==> src/rtl/branch_resolve_unit.sv <==
// Branch resolution: tracks BTB predictions through ID/EX, raises redirects
// on mispredicts and drives the BTB training port from a MEM-stage slot.
module branch_resolve_unit #(
    parameter int CNT_W = 32
) (
    input  logic             clk,
    input  logic             rst,
    input  logic             if_valid,
    input  logic [31:0]      pc_if,
    input  logic             pred_taken_if,
    input  logic [31:0]      pred_target_if,
    input  logic             stall,
    input  logic             ex_is_branch,
    input  logic             ex_taken,
    input  logic [31:0]      ex_target,
    output logic             redirect_valid,
    output logic [31:0]      redirect_pc,
    output logic             flush_front,
    output logic [31:0]      pc_update,
    output logic [31:0]      actual_target,
    output logic             actual_taken,
    output logic             is_branch,
    output logic [CNT_W-1:0] branch_count,
    output logic [CNT_W-1:0] mispredict_count
);

    typedef struct packed {
        logic        v;
        logic [31:0] pc;
        logic        pt;
        logic [31:0] ptgt;
    } meta_t;

    meta_t id_q, id_d, ex_q, ex_d;

    logic resolve, br_res, br_mis, alias_mis, redir;

    logic             wr_q;
    logic [31:0]      pcu_q, tgt_q;
    logic             tk_q;
    logic [CNT_W-1:0] bc_q, mc_q;

    always_comb begin
        resolve   = ex_q.v & ~stall;
        br_res    = resolve & ex_is_branch;
        br_mis    = br_res & ((ex_q.pt != ex_taken) |
                    (ex_q.pt & ex_taken & (ex_q.ptgt != ex_target)));
        alias_mis = resolve & ~ex_is_branch & ex_q.pt;
        redir     = br_mis | alias_mis;
    end

    assign redirect_valid = redir;
    assign flush_front    = redir;
    // Only a taken branch redirects to the ALU target; all else falls through.
    assign redirect_pc = !redir ? 32'd0 :
                         (ex_is_branch & ex_taken) ? ex_target :
                         ex_q.pc + 32'd4;

    always_comb begin
        id_d = id_q;
        ex_d = ex_q;
        if (!stall) begin
            id_d = '{v: if_valid, pc: pc_if,
                     pt: pred_taken_if, ptgt: pred_target_if};
            ex_d = id_q;
        end
        if (redir) begin
            id_d.v = 1'b0;
            ex_d.v = 1'b0;
        end
    end

    always_ff @(posedge clk or posedge rst) begin
        if (rst) begin
            id_q <= '0;
            ex_q <= '0;
        end else begin
            id_q <= id_d;
            ex_q <= ex_d;
        end
    end

    always_ff @(posedge clk or posedge rst) begin
        if (rst) begin
            wr_q  <= 1'b0;
            pcu_q <= '0;
            tgt_q <= '0;
            tk_q  <= 1'b0;
        end else begin
            wr_q <= br_res;
            if (br_res) begin
                pcu_q <= ex_q.pc;
                tgt_q <= ex_target;
                tk_q  <= ex_taken;
            end
        end
    end

    always_ff @(posedge clk or posedge rst) begin
        if (rst) begin
            bc_q <= '0;
            mc_q <= '0;
        end else begin
            if (br_res && bc_q != '1)
                bc_q <= bc_q + 1'b1;
            if (redir && mc_q != '1)
                mc_q <= mc_q + 1'b1;
        end
    end

    assign is_branch        = wr_q;
    assign pc_update        = pcu_q;
    assign actual_target    = tgt_q;
    assign actual_taken     = tk_q;
    assign branch_count     = bc_q;
    assign mispredict_count = mc_q;

endmodule

==> config.mk <==
export PLATFORM = sky130hd
export DESIGN_NAME = branch_resolve_unit
export DESIGN_NICKNAME = d
export VERILOG_FILES = /design/src/rtl/branch_resolve_unit.sv
export SDC_FILE = /design/constraint.sdc
export NUM_CORES = 1
export LEC_CHECK = 0
export ABC_CLOCK_PERIOD_IN_PS = 21200
export BUFFER_PORTS_ARGS = -buffer_cell sky130_fd_sc_hd__buf_2
export CAP_MARGIN = 25
export CELL_PAD_IN_SITES_DETAIL_PLACEMENT = 0
export CELL_PAD_IN_SITES_GLOBAL_PLACEMENT = 2
export CORE_UTILIZATION = 37
export CTS_CLUSTER_DIAMETER = 200
export DETAILED_ROUTE_END_ITERATION = 10
export HOLD_SLACK_MARGIN = 0.03
export PLACE_DENSITY = 0.89
export SLEW_MARGIN = 20
export SYNTH_ARGS = -nofsm -noshare
export SYNTH_HDL_FRONTEND = slang
export SYNTH_SLANG_ARGS = --single-unit
==> constraint.sdc <==
create_clock -name clk -period 21.2 [get_ports clk]
set_input_delay 2.12 -clock clk [delete_from_list [all_inputs] [get_ports clk]]
set_output_delay 2.12 -clock clk [all_outputs]
set_load 0.01 [all_outputs]
---- Yosys cells after proc, flatten, opt, wreduce, memory -nomap -nowiden ----
Cells that the tools add are included.
W data, S select, Z words.
operators by class
  mux-type cells .......................... 6
  reduce and logical (&&, ||, !) cells .... 2
  equality and inequality tests ........... 5
  bitwise operators ....................... 12
  add/sub/neg operators ................... 3
operators with widths
  cell                     count
  $mux W66                 2
  $add A32 B1 Y32 const B  2
  $mux W32                 2
  $ne A32 B32 Y1 const B   2
  $add A32 B3 Y32 const B  1
  $ne A32 B32 Y1           1
  $and A1 B1 Y1            8
  $logic_and A1 B1 Y1      2
  $mux W1                  2
  $ne A2 B1 Y1 const B     1
  $not A1 Y1               2
  $or A1 B1 Y1             2
  $ne A1 B1 Y1             1
storage, ports and cells
  word-level logic and storage cells ...... 42
  register bits ........................... 262
  output and inout port bits .............. 164
  input port bits ......................... 103

---- Logic depth before layout (Yosys ltp) ----
Gate-level depths: netlist (run 1).
  depth in word-level cells ............... 6
  gate-level depth with buffers ........... 9
  mapped depth without buffers ............ 8

---- Worst setup path before layout (run 1) ----
No wires, ideal clock.
  path kind ............................... input -> output
  from .................................... input stall
  to ...................................... output redirect_pc[10]
  data required time ...................... 19.080 ns
  arrival ................................. 3.668 ns
  path slack .............................. 15.412 ns
  stages .................................. 7
  buffers on the path ..................... 3
  cells stage by stage .................... clkbuf_1 nand3b_1 inv_1 a31oi_1 clkbuf_1 buf_1 a211oi_1
on the way
  cells in the longest elaborated chain, start to end .. 6
  elaborated cells on any way between the ends .. 8
  those cells by class .................... mux (1); bitwise (7)
ends and longest elaborated chain
  element                                  line    text
  start, declared                          12      input logic stall,
  $not A1 Y1 (*)                           44      resolve = ex_q.v & ~stall;
  $and A1 B1 Y1 (*)                        44
  $and A1 B1 Y1, on equally long branches  45, 48
  $and A1 B1 Y1, on equally long branches  46, 48
  $or A1 B1 Y1 (*)                         49      redir = br_mis | alias_mis;
  $mux W32 (*)                             55      assign redirect_pc = !redir ? 32'd0 :
  end, declared                            17      output logic [31:0] redirect_pc,
Every way passes the cells marked *; elsewhere a longest branch is shown, timed or not.

---- Worst setup path in the final report (run 1) ----
  from .................................... input ex_target[21]
  to ...................................... output flush_front
on the way
  cells in the longest elaborated chain, start to end .. 5
ends and longest elaborated chain
  element          line  text
  start, declared  15    input logic [31:0] ex_target,
  $ne A32 B32 Y1   47    (ex_q.pt & ex_taken & (ex_q.ptgt != ex_target)));
  $and A1 B1 Y1    47
  $or A1 B1 Y1     46    br_mis = br_res & ((ex_q.pt != ex_taken) |
  $and A1 B1 Y1    46
  $or A1 B1 Y1     49
  end, declared    18    output logic flush_front,
Every way passes these cells.

==> results of run 1 <==
==> routing by layer <==
metal	global-route usage (%)	vias up
li1	-	4036
met1	26.34	4179
met2	32.83	265
met3	5.429	44
met4	4.724	6
met5	0	-
==> cells by family after synthesis <==
family,synth area share (%)
buffers and inverters,1.934
XOR/XNOR,9.099
AND/OR/NAND/NOR,16.89
multiplexers,12.85
adder cells (fa/ha/maj),0.4297
flip-flops,56.29
AO/OA/AOI/OAI,2.514
==> tightest hold or removal path: stages, from the launching register on <==
cell and delay (ns):
dfrtp_1 0.33, nand2_1 0.05, nand2_1 0.06
==> registers in the layout, indices dropped and copies added (netlist names) <==
signal,cells
ex_q,66
id_q,66
actual_target,32
branch_count,32
mispredict_count,32
pc_update,32
actual_taken,1
is_branch,1
==> through the flow <==
stage | power (W) | worst slack (ns) | hold slack, ns
2_1_floorplan | 0.0007774 | 11.87 | 0.4529
3_3_place_gp | 0.0008896 | 14.57 | 0.4539
3_5_place_dp | 0.0008950 | 14.62 | 0.4569
4_1_cts | 0.001409 | 14.61 | 0.4735
5_1_grt | 0.001461 | 14.50 | 0.4874
6_report | 0.001389 | 14.62 | 0.4698
==> worst max-delay path by stage <==
stage	start	end	slack, ns	cells past startpoint
3_5_place_dp	ex_target[26]	flush_front	14.62	9
6_report	ex_target[21]	flush_front	14.62	9
2_1_floorplan	rst	actual_taken	11.87	1
4_1_cts	ex_target[26]	flush_front	14.61	9
3_3_place_gp	ex_target[26]	flush_front	14.57	9
5_1_grt	ex_target[20]	flush_front	14.50	9
==> area by class of cell <==
type	instances	area, um2	area share, %
Sequential cell	262	6556	45.65
Tap cell	396	495.5	3.450
Clock buffer	46	902.1	6.281
Clock inverter	7	66.31	0.4617
Timing Repair Buffer	274	1418	9.870
Multi-Input combinational cell	721	4883	34.00
Inverter	9	41.29	0.2875
==> power by group <==
part	total (W)	switching, W	leakage [nW]	internal (W)
clock	0.000506	0.000204	0.476	0.000302
combinational	0.000242	0.000134	3.22	0.000109
sequential	0.000641	0.0000603	3.24	0.000580
total	0.00139	0.000397	6.94	0.000991
==> layout by cell type, fill, tap and decap left out, types with 10 or more instances in the layout <==
master       n
buf_2      265
dfrtp_1    262
nand2_1    235
mux2_2     130
xnor2_1     82
nor2_1      50
xor2_1      39
nand3_1     33
clkbuf_16   31
nand4_1     29
a211oi_1    29
and3_1      13
nor4_1      12
and4_1      10
==> results.sh, run 1 <==
export IMPL_cts_root_buf="clkbuf_16"
export IMPL_nNetsFinal=1405
export IMPL_rsz0062_at_grt="false"
export IMPL_critical_path_top_delay_family="buffers and inverters"
export IMPL_wl_met2_mm=14.97
export IMPL_ys_warn_count=0
export IMPL_fin_crit_ns=6.576
export IMPL_relSlewSlack_pct=37.37
export IMPL_yosysTopAreaCell="dfrtp_1"
export IMPL_cp_max_fo=58
export IMPL_synth_top_area_share_pct=56.29
export IMPL_clock_latency_ns=0.55
export IMPL_drt_wl_total_mm=32.09
export IMPL_synth_area_leaders="dfrtp_1, mux2_2, nand2_1, xnor2_1, xor2_1"
export IMPL_critical_path_buf_inv_count=4
export IMPL_synth_seq_cells=262
export IMPL_synth_most_common_cell="dfrtp_1"
export IMPL_drv_slew=0
export IMPL_cpMaxStageDelayCell="buf_4"
export IMPL_synth_edf_count=0
export IMPL_hold_viol_final=0
export IMPL_ir_worst_vdd_v=0.00005923
export IMPL_place_hpwl_mm=22.73
export IMPL_p_leak_nw=6.937
export IMPL_r2r_end="mispredict_count[13]"
export IMPL_synthesis_area_um2=11650
export IMPL_cp_cell_sequence="buf_2, xnor2_1, nand4_1, nor4_1, nand2_1, a31oi_4, buf_4, inv_2, buf_2"
export IMPL_power_density_nw_per_um2=96.68
export IMPL_final_setup_skew_ns=0.01013
export IMPL_fin_crit_sh_pct=31.02
export IMPL_place_inst=1661
export IMPL_violations="DRC"
export IMPL_min_delay_path_class="reg2reg"
export IMPL_grt_pass1_wl_mm=50.65
export IMPL_worst_setup_path_end_kind="output port"
export IMPL_worst_endpoint_arrival_ns=4.46
export IMPL_fill_cells=2974
export IMPL_drive_above_1_share_pct=35.10
export IMPL_hold_buffers=0
export IMPL_area_delta_synth_final_pct=23.31
export IMPL_post_cts_buffers=0
export IMPL_cpMostUsedCell="buf_2"
export IMPL_via_count=8530
export IMPL_grt_ovfl_total=0
export IMPL_core_um2=30750
export IMPL_num_antenna_cells=0
export IMPL_firstDrtPassIters=8
export IMPL_ant_nets=0
export IMPL_regToRegSetupSlack_ns=18.42
export IMPL_slowest_delay_ns=0.53
export IMPL_syn_num_nets=1144
export IMPL_rows=64
export IMPL_grt_max_degree=129
export IMPL_dpl_instance_area_um2=13370
export IMPL_fin_area_um2=14360
export IMPL_critPathLaunchType="input pin"
export IMPL_max_clock_freq_ghz=0.1521
export IMPL_drc_errors=46
export IMPL_worstSetupPathType="in2out"
export IMPL_worst_slew_pin_slew_ns=0.9394
export IMPL_cts_repair_resize_count=0
export IMPL_crit_required_ns=19.08
export IMPL_synthTopCellsByCount="dfrtp_1, nand2_1, mux2_2, xnor2_1, nor2_1"
export IMPL_cts_sinks=262
export IMPL_fin_cells=1715
export IMPL_numCtsBuffers=30
export IMPL_avgSynthCellArea_um2=11.23
export IMPL_start_util_pct=37.88
export IMPL_hold_depth=2
export IMPL_whs_endpoint="actual_target[12]"
export IMPL_synth_cells=1037
export IMPL_die_area_um2=32190
export IMPL_path_clk_slew_ns=0.06
export IMPL_met1_length_mm=13.81
export IMPL_fp_dieW_um=179.4
export IMPL_post_drt_via_cell_ratio=4.974
export IMPL_ioPinCount=267
export IMPL_grtUsageTotal_pct=20.01
export IMPL_io_buffers=266
export IMPL_tns_ns=0
export IMPL_reg2regPathDepth=9
export IMPL_route_met3_wl_mm=2.541
export IMPL_ys_async_sr_fraction_pct=100.0
export IMPL_grt_pass1_vias=8709
export IMPL_final_util_pct=46.71
export IMPL_die_h_um=179.4
export IMPL_hold_start="actual_target[12]"
export IMPL_status="complete, but fails checks"
export IMPL_ys_flop_type="dfrtp_1"
export IMPL_ys_seq_area_share_pct=56.29
export IMPL_antenna_found_initial=3
export IMPL_cts_max_path_buffers=3
export IMPL_wl_per_cell_um=18.71
export IMPL_setup_viol=0
export IMPL_gp_congestion=0.8633
export IMPL_cts_tree="yes"
export IMPL_cts_max_level=1
export IMPL_r2r_start="ex_q[26]"
export IMPL_synth_cell_types=45
export IMPL_top_layer="met5"
export IMPL_cap_violations=0
export IMPL_drt_iter0_markers=464
No activity file was read; power rests on OpenSTA's default activity.
==> run 2, diff against run 1 <==
- ABC_AREA: not set -> 1
- ABC_CLOCK_PERIOD_IN_PS: 21200 -> 5400
- CORE_UTILIZATION: 37 -> 28
- PLACE_DENSITY: 0.89 -> 0.8
- clock period: 21.2 -> 5.4 ns (I/O delays scaled with it)
==> results.sh, run 2 <==
export IMPL_final_common_cell="nand2_1"
export IMPL_core_um2=45670
export IMPL_synth_xor_xnor_area_share_pct=5.716
export IMPL_cap_violations=0
export IMPL_cp_max_fo=5
export IMPL_post_drt_via_cell_ratio=4.617
export IMPL_grt_pass1_vias=11820
export IMPL_fin_crit_sh_pct=62.83
export IMPL_antenna_found_initial=5
export IMPL_synth_fa_ha_area_share_pct=0.3842
export IMPL_fin_crit_ns=3.393
export IMPL_rows=78
export IMPL_layout_common_cells="nand2_1, buf_2, dfrtp_1, nor2_1, inv_1"
export IMPL_regToRegSetupSlack_ns=2.63
export IMPL_cts_root_buf="clkbuf_16"
export IMPL_r2r_start="mispredict_count[0]"
export IMPL_firstDrtPassIters=5
export IMPL_synth_area_leaders="dfrtp_1, nand2_1, o21ai_0, nor2_1, xor2_1"
export IMPL_status="completed"
export IMPL_path_clk_slew_ns=0.06
export IMPL_synthesis_area_um2=13020
export IMPL_fill_cells=4939
export IMPL_ys_async_sr_fraction_pct=100.0
export IMPL_largestRegisters="ex_q (66), id_q (66)"
export IMPL_synthTopCellsByCount="nand2_1, dfrtp_1, nor2_1, inv_1, o21ai_0"
export IMPL_setup_viol=0
export IMPL_hold_buffers=0
export IMPL_tns_ns=0
export IMPL_post_cts_buffers=0
export IMPL_synth_cells=1700
export IMPL_yosysTopAreaCell="dfrtp_1"
export IMPL_synthMuxAreaShare_pct=0
export IMPL_synth_cell_types=38
export IMPL_cts_tree="yes"
export IMPL_grt_pass1_wl_mm=69.40
export IMPL_worst_setup_path_end_kind="output port"
export IMPL_worst_slew_pin_slew_ns=1.084
export IMPL_fp_dieW_um=217.7
export IMPL_drt_iter0_markers=827
export IMPL_hold_viol_final=0
export IMPL_grt_ovfl_total=0
export IMPL_synth_seq_cells=262
export IMPL_final_setup_skew_ns=0.02491
export IMPL_nNetsFinal=2051
export IMPL_die_h_um=217.7
export IMPL_synth_compound_area_share_pct=5.043
export IMPL_cts_max_level=2
export IMPL_grt_max_degree=163
export IMPL_max_clock_freq_ghz=0.2948
export IMPL_rsz0062_at_grt="false"
export IMPL_wl_per_cell_um=17.53
export IMPL_area_delta_synth_final_pct=23.79
export IMPL_place_hpwl_mm=32.77
export IMPL_drt_wl_total_mm=45.03
export IMPL_relSlewSlack_pct=27.70
export IMPL_numCtsBuffers=35
export IMPL_reg2regPathDepth=9
export IMPL_ioPinCount=267
export IMPL_cts_max_path_buffers=3
export IMPL_p_leak_nw=8.301
export IMPL_ir_worst_vdd_v=0.0002103
export IMPL_r2r_end="mispredict_count[14]"
export IMPL_start_util_pct=28.52
export IMPL_die_area_um2=47380
export IMPL_cts_sinks=262
export IMPL_synth_top_area_share_pct=50.34
export IMPL_grtUsageTotal_pct=19.18
export IMPL_crit_required_ns=4.86
export IMPL_worstSetupPathType="reg2out"
export IMPL_ys_seq_area_share_pct=50.34
export IMPL_gp_congestion=0.8625
export IMPL_ys_warn_count=0
export IMPL_synth_top_family_by_area="simple AND/OR/NAND/NOR gates"
export IMPL_io_buffers=266
export IMPL_clock_latency_ns=0.56
export IMPL_synthSimpleGateAreaFrac_pct=32.97
export IMPL_synth_most_common_cell="nand2_1"
export IMPL_ant_nets=0
export IMPL_ys_flop_type="dfrtp_1"
export IMPL_cts_repair_resize_count=0
export IMPL_drv_slew=0
export IMPL_min_delay_path_class="in2async"
export IMPL_syn_num_nets=1807
export IMPL_drc_errors=0
export IMPL_final_util_pct=35.30
export IMPL_worst_endpoint_arrival_ns=2.85
export IMPL_synth_edf_count=0
export IMPL_drive_above_1_share_pct=18.45
export IMPL_via_count=11862
export IMPL_critPathLaunchType="flop"
export IMPL_hold_worst_slack_ns=0.1623
export IMPL_power_density_nw_per_um2=365.9
export IMPL_avgSynthCellArea_um2=7.662
run 2: cell count changes after synthesis, moves of 13 or more:
cell      delta
inv_1       +96
a211oi_1    -28
nand2_1    +516
mux2_2     -130
buf_2       +13
xnor2_1     -43
nor2_1      +68
o21ai_0     +94
nor3_1      +26
clkbuf_1    +14
nand4_1     +23
a21oi_1     +18
run 2: per-layer routing:
| layer | track usage (%) | up-vias | share of wire (%) | wire, um |
|---|---|---|---|---|
| met1 | 25.93 | 5655 | 46 | 20580 |
| li1 | - | 5837 | - | - |
| met3 | 4.170 | 63 | 6.1 | 2731 |
| met2 | 30.56 | 297 | 46 | 20720 |
| met5 | 0 | - | 0.13 | 58 |
| met4 | 5.634 | 10 | 2.1 | 938 |
run 2: critical path: stages, from the launching register on:
cell and delay (ns):
dfrtp_1 0.38, ha_1 0.17, nand2_1 0.13, nor3_2 0.36
nand2_1 0.16, inv_2 0.13, nand3_1 0.17, o21ai_0 0.23
nand3_1 0.23, a21oi_1 0.19, buf_2 0.15
run 2: logic make-up (layout without fill, tap and decap cells):
family	count (synthesis)	in the layout
other	0	1
buffers and inverters	178	446
DFF	262	262
AOI/OAI and AO/OA	130	130
and+or+nand+nor	1041	1041
adders and majority gates	4	4
xor gates and xnor gates	85	85
run 2: where the power goes:
group / internal (W) / switching (W) / leakage [nW]
Clock: 0.00150 / 0.000959 / 0.595
Sequential: 0.00224 / 0.000216 / 3.34
Combinational: 0.000350 / 0.000630 / 4.36
run 2: worst max path at each step:
stage	start	to
global placement	stall	redirect_pc[26]
detailed placement	stall	redirect_pc[21]
floorplan	rst	actual_taken
finish	ex_q[36]	redirect_pc[22]
CTS	ex_q[36]	redirect_pc[22]
global route	ex_q[36]	redirect_pc[22]
run 2: final cells by class:
type	instances	area [um2]	area share [%]
Antenna cell	1	2.502	0.01552
Clock buffer	43	945.9	5.867
Clock inverter	18	259.0	1.606
Inverter	108	415.4	2.576
Multi-Input combinational cell	1260	5748	35.65
Sequential cell	262	6556	40.66
Tap cell	600	750.7	4.656
Timing Repair Buffer	277	1445	8.963
run 2: metrics by stage:
stage	setup WS [ns]	instances	area [um2]	power, W
finish	2.007	2569	16120	0.005900
floorplan	1.404	1700	13030	0.002995
CTS	1.944	2568	16120	0.006005
global placement	2.057	2507	14910	0.003476
global route	1.763	2568	16120	0.006221
detailed placement	2.037	2507	14910	0.003489
